[src/rtl/uart_tx_arbiter.sv]
// Round-robin, message-granular arbiter sharing one UART TX FIFO push port among N requesters.
// Optional stall release: define UART_ARB_TIMEOUT_EN to free a grant after TIMEOUT idle cycles.
module uart_tx_arbiter #(
    parameter int          N         = 4,
    parameter logic [7:0]  EOM_CHAR  = 8'h0A,
    parameter int          MAX_BURST = 64,
    parameter int          TIMEOUT   = 1024
) (
    input  logic           clk,
    input  logic           rst,
    input  logic [N-1:0]   req_valid,
    input  logic [N*8-1:0] req_byte,
    output logic [N-1:0]   req_ready,
    output logic [N-1:0]   grant,
    output logic [7:0]     uart_tx_byte,
    output logic           uart_transmit,
    input  logic           uart_tx_fifo_full,
    output logic           busy
);

    localparam int IW = (N > 1) ? $clog2(N) : 1;

    typedef enum logic [1:0] {
        ST_IDLE   = 2'd0,
        ST_LOCKED = 2'd1,
        ST_PUSH   = 2'd2,
        ST_GAP    = 2'd3
    } state_t;

    state_t        state_r;
    logic [IW-1:0] owner_r;
    logic [IW-1:0] rr_ptr_r;
    logic [7:0]    burst_cnt_r;

    logic [IW-1:0] pick_s;
    logic          pick_vld_s;
    logic [IW-1:0] cand_s;
    logic          owner_valid_s;
    logic [7:0]    owner_byte_s;
    logic          xfer_s;
    logic          release_s;
    logic          to_hit_s;

    // Round-robin search: walk from farthest to nearest after rr pointer so the nearest valid index wins.
    always_comb begin
        pick_s     = '0;
        pick_vld_s = 1'b0;
        cand_s     = '0;
        for (int k = N; k >= 1; k--) begin
            cand_s = IW'((int'(rr_ptr_r) + k) % N);
            if (req_valid[cand_s]) begin
                pick_s     = cand_s;
                pick_vld_s = 1'b1;
            end else begin
                pick_s     = pick_s;
                pick_vld_s = pick_vld_s;
            end
        end
    end

    assign owner_valid_s = req_valid[owner_r];
    assign owner_byte_s  = req_byte[{owner_r, 3'b000} +: 8];
    assign xfer_s        = (state_r == ST_LOCKED) && owner_valid_s && !uart_tx_fifo_full;
    assign release_s     = (uart_tx_byte == EOM_CHAR) || (burst_cnt_r == 8'(MAX_BURST));

    // Ready decode: only the owner, only in LOCKED, only while the FIFO has room.
    always_comb begin
        req_ready = '0;
        if (state_r == ST_LOCKED) begin
            req_ready[owner_r] = !uart_tx_fifo_full;
        end else begin
            req_ready = '0;
        end
    end

`ifdef UART_ARB_TIMEOUT_EN
    localparam int TW = $clog2(TIMEOUT + 1);
    logic [TW-1:0] to_cnt_r;
    logic          stall_s;

    assign stall_s  = (state_r == ST_LOCKED) && !owner_valid_s && !uart_tx_fifo_full;
    assign to_hit_s = stall_s && (to_cnt_r == TW'(TIMEOUT - 1));

    // Stall counter: counts owner-idle cycles in LOCKED, frozen while the FIFO is full.
    always_ff @(posedge clk) begin
        if (rst) begin
            to_cnt_r <= '0;
        end else if ((state_r != ST_LOCKED) || xfer_s || to_hit_s) begin
            to_cnt_r <= '0;
        end else if (stall_s) begin
            to_cnt_r <= to_cnt_r + TW'(1);
        end else begin
            to_cnt_r <= to_cnt_r;
        end
    end
`else
    assign to_hit_s = 1'b0;
`endif

    // Arbiter FSM with registered grant, push strobe, data and busy.
    always_ff @(posedge clk) begin
        if (rst) begin
            state_r       <= ST_IDLE;
            owner_r       <= '0;
            rr_ptr_r      <= IW'(N - 1);
            burst_cnt_r   <= 8'd0;
            grant         <= '0;
            uart_tx_byte  <= 8'h00;
            uart_transmit <= 1'b0;
            busy          <= 1'b0;
        end else begin
            case (state_r)
                ST_IDLE: begin
                    uart_transmit <= 1'b0;
                    if (pick_vld_s) begin
                        owner_r     <= pick_s;
                        grant       <= {{(N-1){1'b0}}, 1'b1} << pick_s;
                        burst_cnt_r <= 8'd0;
                        state_r     <= ST_LOCKED;
                        busy        <= 1'b1;
                    end else begin
                        state_r <= ST_IDLE;
                    end
                end
                ST_LOCKED: begin
                    if (xfer_s) begin
                        uart_tx_byte  <= owner_byte_s;
                        burst_cnt_r   <= burst_cnt_r + 8'd1;
                        uart_transmit <= 1'b1;
                        state_r       <= ST_PUSH;
                    end else if (to_hit_s) begin
                        rr_ptr_r <= owner_r;
                        grant    <= '0;
                        state_r  <= ST_IDLE;
                        busy     <= 1'b0;
                    end else begin
                        state_r <= ST_LOCKED;
                    end
                end
                ST_PUSH: begin
                    uart_transmit <= 1'b0;
                    state_r       <= ST_GAP;
                end
                ST_GAP: begin
                    uart_transmit <= 1'b0;
                    if (release_s) begin
                        rr_ptr_r <= owner_r;
                        grant    <= '0;
                        state_r  <= ST_IDLE;
                        busy     <= 1'b0;
                    end else begin
                        state_r <= ST_LOCKED;
                    end
                end
                default: begin
                    state_r       <= ST_IDLE;
                    grant         <= '0;
                    uart_transmit <= 1'b0;
                    busy          <= 1'b0;
                end
            endcase
        end
    end

endmodule
[config.mk]
export PLATFORM = sky130hd
export DESIGN_NAME = uart_tx_arbiter
export DESIGN_NICKNAME = d
export VERILOG_FILES = /design/src/rtl/uart_tx_arbiter.sv
export SDC_FILE = /design/constraint.sdc
export NUM_CORES = 1
export LEC_CHECK = 0
export ABC_CLOCK_PERIOD_IN_PS = 1700
export BUFFER_PORTS_ARGS = -buffer_cell sky130_fd_sc_hd__buf_2
export CORE_MARGIN = 8
export CORE_UTILIZATION = 28
export CTS_BUF_LIST = sky130_fd_sc_hd__clkbuf_2 sky130_fd_sc_hd__clkbuf_4 sky130_fd_sc_hd__clkbuf_8
export DETAILED_ROUTE_END_ITERATION = 10
export GPL_TIMING_DRIVEN = 0
export PLACE_DENSITY = 0.63
export SYNTH_ARGS = -nofsm -noshare
export SYNTH_HDL_FRONTEND = slang
export SYNTH_SLANG_ARGS = --single-unit
[constraint.sdc]
create_clock -name clk -period 1.7 [get_ports clk]
set_input_delay 0.34 -clock clk [delete_from_list [all_inputs] [get_ports clk]]
set_output_delay 0.34 -clock clk [all_outputs]
set_load 0.02 [all_outputs]
======== Word-level counts from Yosys, hierarchy flattened ========
Index checks and enable logic that the tools add are counted.
operators by class
  shift-type cells ........................ 2
  div/mod/pow operators ................... 0
  muxes and demuxes ....................... 36
  multipliers ............................. 0
  reductions and logical operators ........ 14
  equality and inequality tests ........... 8
  add/subtract/negate cells ............... 5
  bitwise logic cells ..................... 1
  $lt $le $gt $ge ......................... 6
operator list
  kind                   number
  $shiftx A32 B6 Y8      1
  $mux W8                2
  $pmux W8 S2            1
  $lt A2 B3 Y1 const B   5
  $mux W1                15
  $mux W4                3
  $bmux W1 S2            5
  $mux W2                5
  $add A8 B1 Y8 const B  1
  $eq A8 B4 Y1 const B   1
  $eq A8 B7 Y1 const B   1
  $pmux W2 S4            1
  $pmux W4 S2            1
  $ne A2 B2 Y1 const B   3
  $reduce_and A2 Y1      3
  $reduce_and A3 Y1      2
  $add A2 B1 Y2 const B  2
  $add A2 B2 Y2 const B  2
  $and A4 B4 Y4          1
  $eq A2 B2 Y1 const B   2
  $pmux W1 S2            2
  $reduce_bool A2 Y1     2
  $shl A1 B2 Y4 const A  1
  $logic_and A1 B1 Y1    3
  7 further kinds        7
word-level totals
  bits in read-only memories .............. 0
  memory bits (writable) .................. 0
  bits of input ports ..................... 39
  logic and storage cells ................. 80
  memories kept ........................... 0
  output and inout bits ................... 18
  latch bits .............................. 0
  bits in registers ....................... 28

======== Longest topological paths before layout ========
  word-level depth ........................ 10
  gate-level depth with buffers ........... 7
  mapped depth without buffers ............ 7

======== Worst setup path before layout ========
Ideal clock, no wire load.
  kind .................................... register -> register
  start point ............................. reg owner_r[0]
  end point ............................... reg burst_cnt_r[5]
  path buffers ............................ 2
  library setup time ...................... 120 ps
  arrival ................................. 1481 ps
  stages on the path, launching flop included .. 8
  setup slack ............................. 100 ps
  data required time ...................... 1580 ps
  path through ............................ dfxtp_1 -> buf_6 -> mux4_2 -> and2_4 -> buf_6 -> nand4_1 -> xor2_1 -> nor2_1
on the way
  cells in the longest elaborated chain, start to end .. 6
ends and longest elaborated chain
  item                                line  source
  start, declared                     31    logic [IW-1:0] owner_r;
  start signal, assigned              116   owner_r <= pick_s;
  $bmux W1 S2                         61    assign owner_valid_s = req_valid[owner_r];
  $mux W1 (implied by the code)       61
  $logic_and A1 B1 Y1 (2 in a row)    63    assign xfer_s = (state_r == ST_LOCKED) && owner_valid_s && !uart_tx_fifo_full;
  $ne A2 B2 Y1 (no source line)       --
  $reduce_and A3 Y1 (no source line)  --
  end signal, assigned                128   burst_cnt_r <= burst_cnt_r + 8'd1;
  end, declared                       33    logic [7:0] burst_cnt_r;
Every way passes these cells. The select of a mux whose other input is x is not followed.
A chain may end at the register's enable or synchronous reset.

==> impl_summary.log <==
INFO  metric mostFrequentLayoutCells = sky130_fd_sc_hd__buf_2 (54), sky130_fd_sc_hd__nand2_1 (31), sky130_fd_sc_hd__dfxtp_1 (23)
INFO  metric numCtsBuffers = 3
INFO  metric mapped_nets = 210
INFO  metric cellPowerDensity = 812 mW/mm^2
INFO  metric floorplan.rows = 27
INFO  metric dominant_combinational_cell_family_by_area_after_synthesis = simple AND/OR/NAND/NOR gates
INFO  metric synth-adder-area-share = roughly 1.6%
INFO  metric gate_count_of_the_mapped_netlist = 169
INFO  metric clk_path_buf_depth = 2
INFO  metric clk_pin_slew_worst_paths = 0.10 ns
INFO  metric worst_setup_path_end_kind = primary output
INFO  metric clk-insertion-delay-late = 0.28 ns
INFO  metric max_clock_freq = 592 MHz
INFO  metric cp_data_arrival_time = 1.35 ns
INFO  metric yosys.area_share.xor_xnor = 3.46%
INFO  metric grt_start_max_net_pins = 17
INFO  metric post_synth.cell_area_avg = 8.99 um^2
INFO  metric drv_cap = 0
INFO  metric synth-seq-area-share = 36.9%
INFO  metric crit_required = approximately 1.4 ns
INFO  metric die_area = 0.00804 mm^2
INFO  metric mostFrequentLayoutCell = sky130_fd_sc_hd__buf_2
INFO  metric totalNegativeSetupSlack = 0 ns
INFO  metric routed_wire_length_per_instance = roughly 14 um
INFO  metric result_of_the_run = complete, no violations
INFO  metric grt_first_pass_wirelength = 6.56 mm
INFO  metric synth_simple_gate_area_share = 26.7%
INFO  metric final_net_count = 271
INFO  metric final_cell_count_without_fillers = roughly 300
INFO  metric setup.worst_path.start_class = flop
INFO  metric htree_num_levels = 1
INFO  metric unique_masters_post_synth = 37
INFO  metric synth-warning-count = 0
INFO  metric skew = 0.00969 ns
INFO  metric worst_slew_pin_slew = roughly 0.53 ns
INFO  metric hpwl = 3.32 mm
INFO  metric finalSetupViolations = 0
INFO  metric critical_path_class = flop to primary output
INFO  metric cts_tree = yes
INFO  metric r2r_start = burst_cnt_r[0]
INFO  metric via_count_of_the_first_global_routing_pass = 1430
INFO  metric relSlewSlack = 64.5%
INFO  metric place.gp.congestion = between 0.8 and 0.9
INFO  metric timing_hold_violations_final = 0
INFO  metric stdcell_area = 0.00204 mm^2
INFO  metric worst_hold_class = input port to flop
INFO  metric detailroute.via_count = 1461
INFO  metric mappedNetlistArea = 0.00152 mm^2
INFO  metric synth_seq_cells = 28
INFO  metric total_power = 1660 uW
INFO  metric finalCritPeriodShare = about 99%
INFO  metric period_needed = 1.69 ns
INFO  metric routed_wirelength = ~4.3 mm
INFO  metric initial_utilization = 28.3%
INFO  metric lkg_pwr = approximately 0.00086 uW
INFO  metric grt_setup_unrepaired = yes
INFO  metric vdd.ir_drop.worst = between 0.3 and 0.4 mV
INFO  metric initialDrtViolationCount = 85
INFO  metric synth_compound_area_share = between 10% and 20%
INFO  metric area_growth = 34.2%
INFO  metric ios = 57
INFO  metric post_route_cells_drive_above_1_share = 39.3%
INFO  metric io_buffers = 56
INFO  metric post_synth_mux_area_share = 13.8%
INFO  metric vias_per_cell = 4.85
INFO  metric fp.dieH = 89.7 um
INFO  metric initial_antenna_violation_count = 0
INFO  metric antennaDiodeCount = 0
INFO  metric clockRootBuffer = sky130_fd_sc_hd__clkbuf_8
INFO  metric path_max_fanout = 6
INFO  metric hold_path_startpoint = rst
INFO  metric coreArea = 0.00537 mm^2
INFO  metric grt_overflow = 0
INFO  metric track_usage = between 10% and 20%
INFO  metric drc = 0
INFO  metric drt_pre_antenna_iters = 4
INFO  metric antenna_left = 0
INFO  metric floorplan.die.width = 89.7 um
INFO  metric post_dp_cell_area = about 0.0019 mm^2
INFO  metric post_placement_cell_count = 297
INFO  metric ctsHoldBuffers = 0
INFO  metric slew_viols_final = 0
INFO  metric clock-sinks = 28
critical path: stages (launching register included):
cell	delay (ns)
sky130_fd_sc_hd__dfxtp_2	0.36
sky130_fd_sc_hd__nor3b_4	0.29
sky130_fd_sc_hd__nor3b_4	0.27
sky130_fd_sc_hd__buf_6	0.15
cells by family after synthesis:
family | count (synthesis)
AND/OR/NAND/NOR | 82
AO/OA/AOI/OAI | 29
flip-flops | 28
buffers and inverters | 13
multiplexers | 9
XOR/XNOR | 6
adder cells (fa/ha/maj) | 2
cell usage after synthesis:
library cell | count | share of area, %
sky130_fd_sc_hd__nand2_1 | 31 | 7.7
sky130_fd_sc_hd__dfxtp_1 | 28 | 37
sky130_fd_sc_hd__nor2_1 | 19 | 4.7
sky130_fd_sc_hd__a21oi_1 | 16 | 5.3
sky130_fd_sc_hd__mux4_2 | 7 | 10
sky130_fd_sc_hd__xor2_1 | 6 | 3.5
sky130_fd_sc_hd__nand3_1 | 5 | 1.6
sky130_fd_sc_hd__nand4_1 | 5 | 2.1
sky130_fd_sc_hd__and3_1 | 4 | 1.6
sky130_fd_sc_hd__clkbuf_1 | 4 | 0.99
sky130_fd_sc_hd__nand3b_1 | 4 | 2.0
sky130_fd_sc_hd__buf_2 | 3 | 0.99
sky130_fd_sc_hd__buf_6 | 3 | 2.2
sky130_fd_sc_hd__inv_1 | 3 | 0.74
sky130_fd_sc_hd__a21o_1 | 2 | 0.99
sky130_fd_sc_hd__a32oi_1 | 2 | 1.2
sky130_fd_sc_hd__ha_1 | 2 | 1.6
sky130_fd_sc_hd__mux4_1 | 2 | 3.5
sky130_fd_sc_hd__nand2b_1 | 2 | 0.82
sky130_fd_sc_hd__nor3_1 | 2 | 0.66
sky130_fd_sc_hd__o21a_1 | 2 | 0.99
sky130_fd_sc_hd__o32a_1 | 2 | 1.3
sky130_fd_sc_hd__a2bb2oi_1 | 1 | 0.58
sky130_fd_sc_hd__and2_4 | 1 | 0.58
sky130_fd_sc_hd__and3b_1 | 1 | 0.58
sky130_fd_sc_hd__nor2b_1 | 1 | 0.41
sky130_fd_sc_hd__nor3b_1 | 1 | 0.49
sky130_fd_sc_hd__nor3b_2 | 1 | 0.82
sky130_fd_sc_hd__nor4_1 | 1 | 0.41
sky130_fd_sc_hd__nor4b_1 | 1 | 0.58
sky130_fd_sc_hd__nor4bb_1 | 1 | 0.66
sky130_fd_sc_hd__o211ai_1 | 1 | 0.49
sky130_fd_sc_hd__o221ai_1 | 1 | 0.58
sky130_fd_sc_hd__o22a_1 | 1 | 0.58
sky130_fd_sc_hd__o311ai_0 | 1 | 0.58
sky130_fd_sc_hd__or2_2 | 1 | 0.41
sky130_fd_sc_hd__or3b_1 | 1 | 0.58
per-stage QoR:
| stage | util, % | hold WS [ns] | setup slack (ns) |
|---|---|---|---|
| after global routing | 37.9 | 0.266 | -0.0891 |
| after global placement | 35.2 | 0.455 | -0.0650 |
| after detailed placement | 35.2 | 0.463 | -0.107 |
| after floorplan | - | 0.419 | 0.0996 |
| final | 37.9 | 0.269 | 0.0114 |
| after CTS | 37.4 | 0.259 | 0.00613 |
registers in the layout (all words and copies together) (netlist names), named ones only:
signal,cells
uart_transmit,1
busy,1
grant,4
owner_r,2
rr_ptr_r,2
uart_tx_byte,8
state_r,1
burst_cnt_r,8
routing by layer:
metal  track usage [%]  up-vias  part of all wire, %
met5                 0        -                    0
met3              2.64        4                  7.9
met2              16.9       45                   47
met1              12.9      685                   43
met4              5.74        0                  1.5
li1                  -      727                    -
timing repair:
item / 4_1_cts / 5_1_grt
gates resized for setup: 11 / 15
endpoints found under the setup margin: 11 / 16
pin swaps: 3 / 5
buffers inserted: 2 / 0
final timing paths:
kind / to / slack (ns) / cells after the start
setup / recovery: req_ready[0] / 0.01 / 3
hold / removal: owner_r[0] / 0.27 / 2
setup reg to reg: grant[0] / 0.13 / 7
hold reg to reg: uart_tx_byte[5] / 0.48 / 2
layout make-up:
type	count	area (um^2)
buffer	8	48.8
clock buffer	3	41.3
timing repair buffer	58	309
clock inverter	1	30.0
inverter	3	11.3
fill	555	3330
sequential	28	569
tap	72	90.1
multi-input combinational	128	938
power breakdown:
part           switching (uW)  internal, uW
registers                29.4           692
logic                     205           197
clock network             216           316
Note: power is estimated with default switching activity, not from simulation.
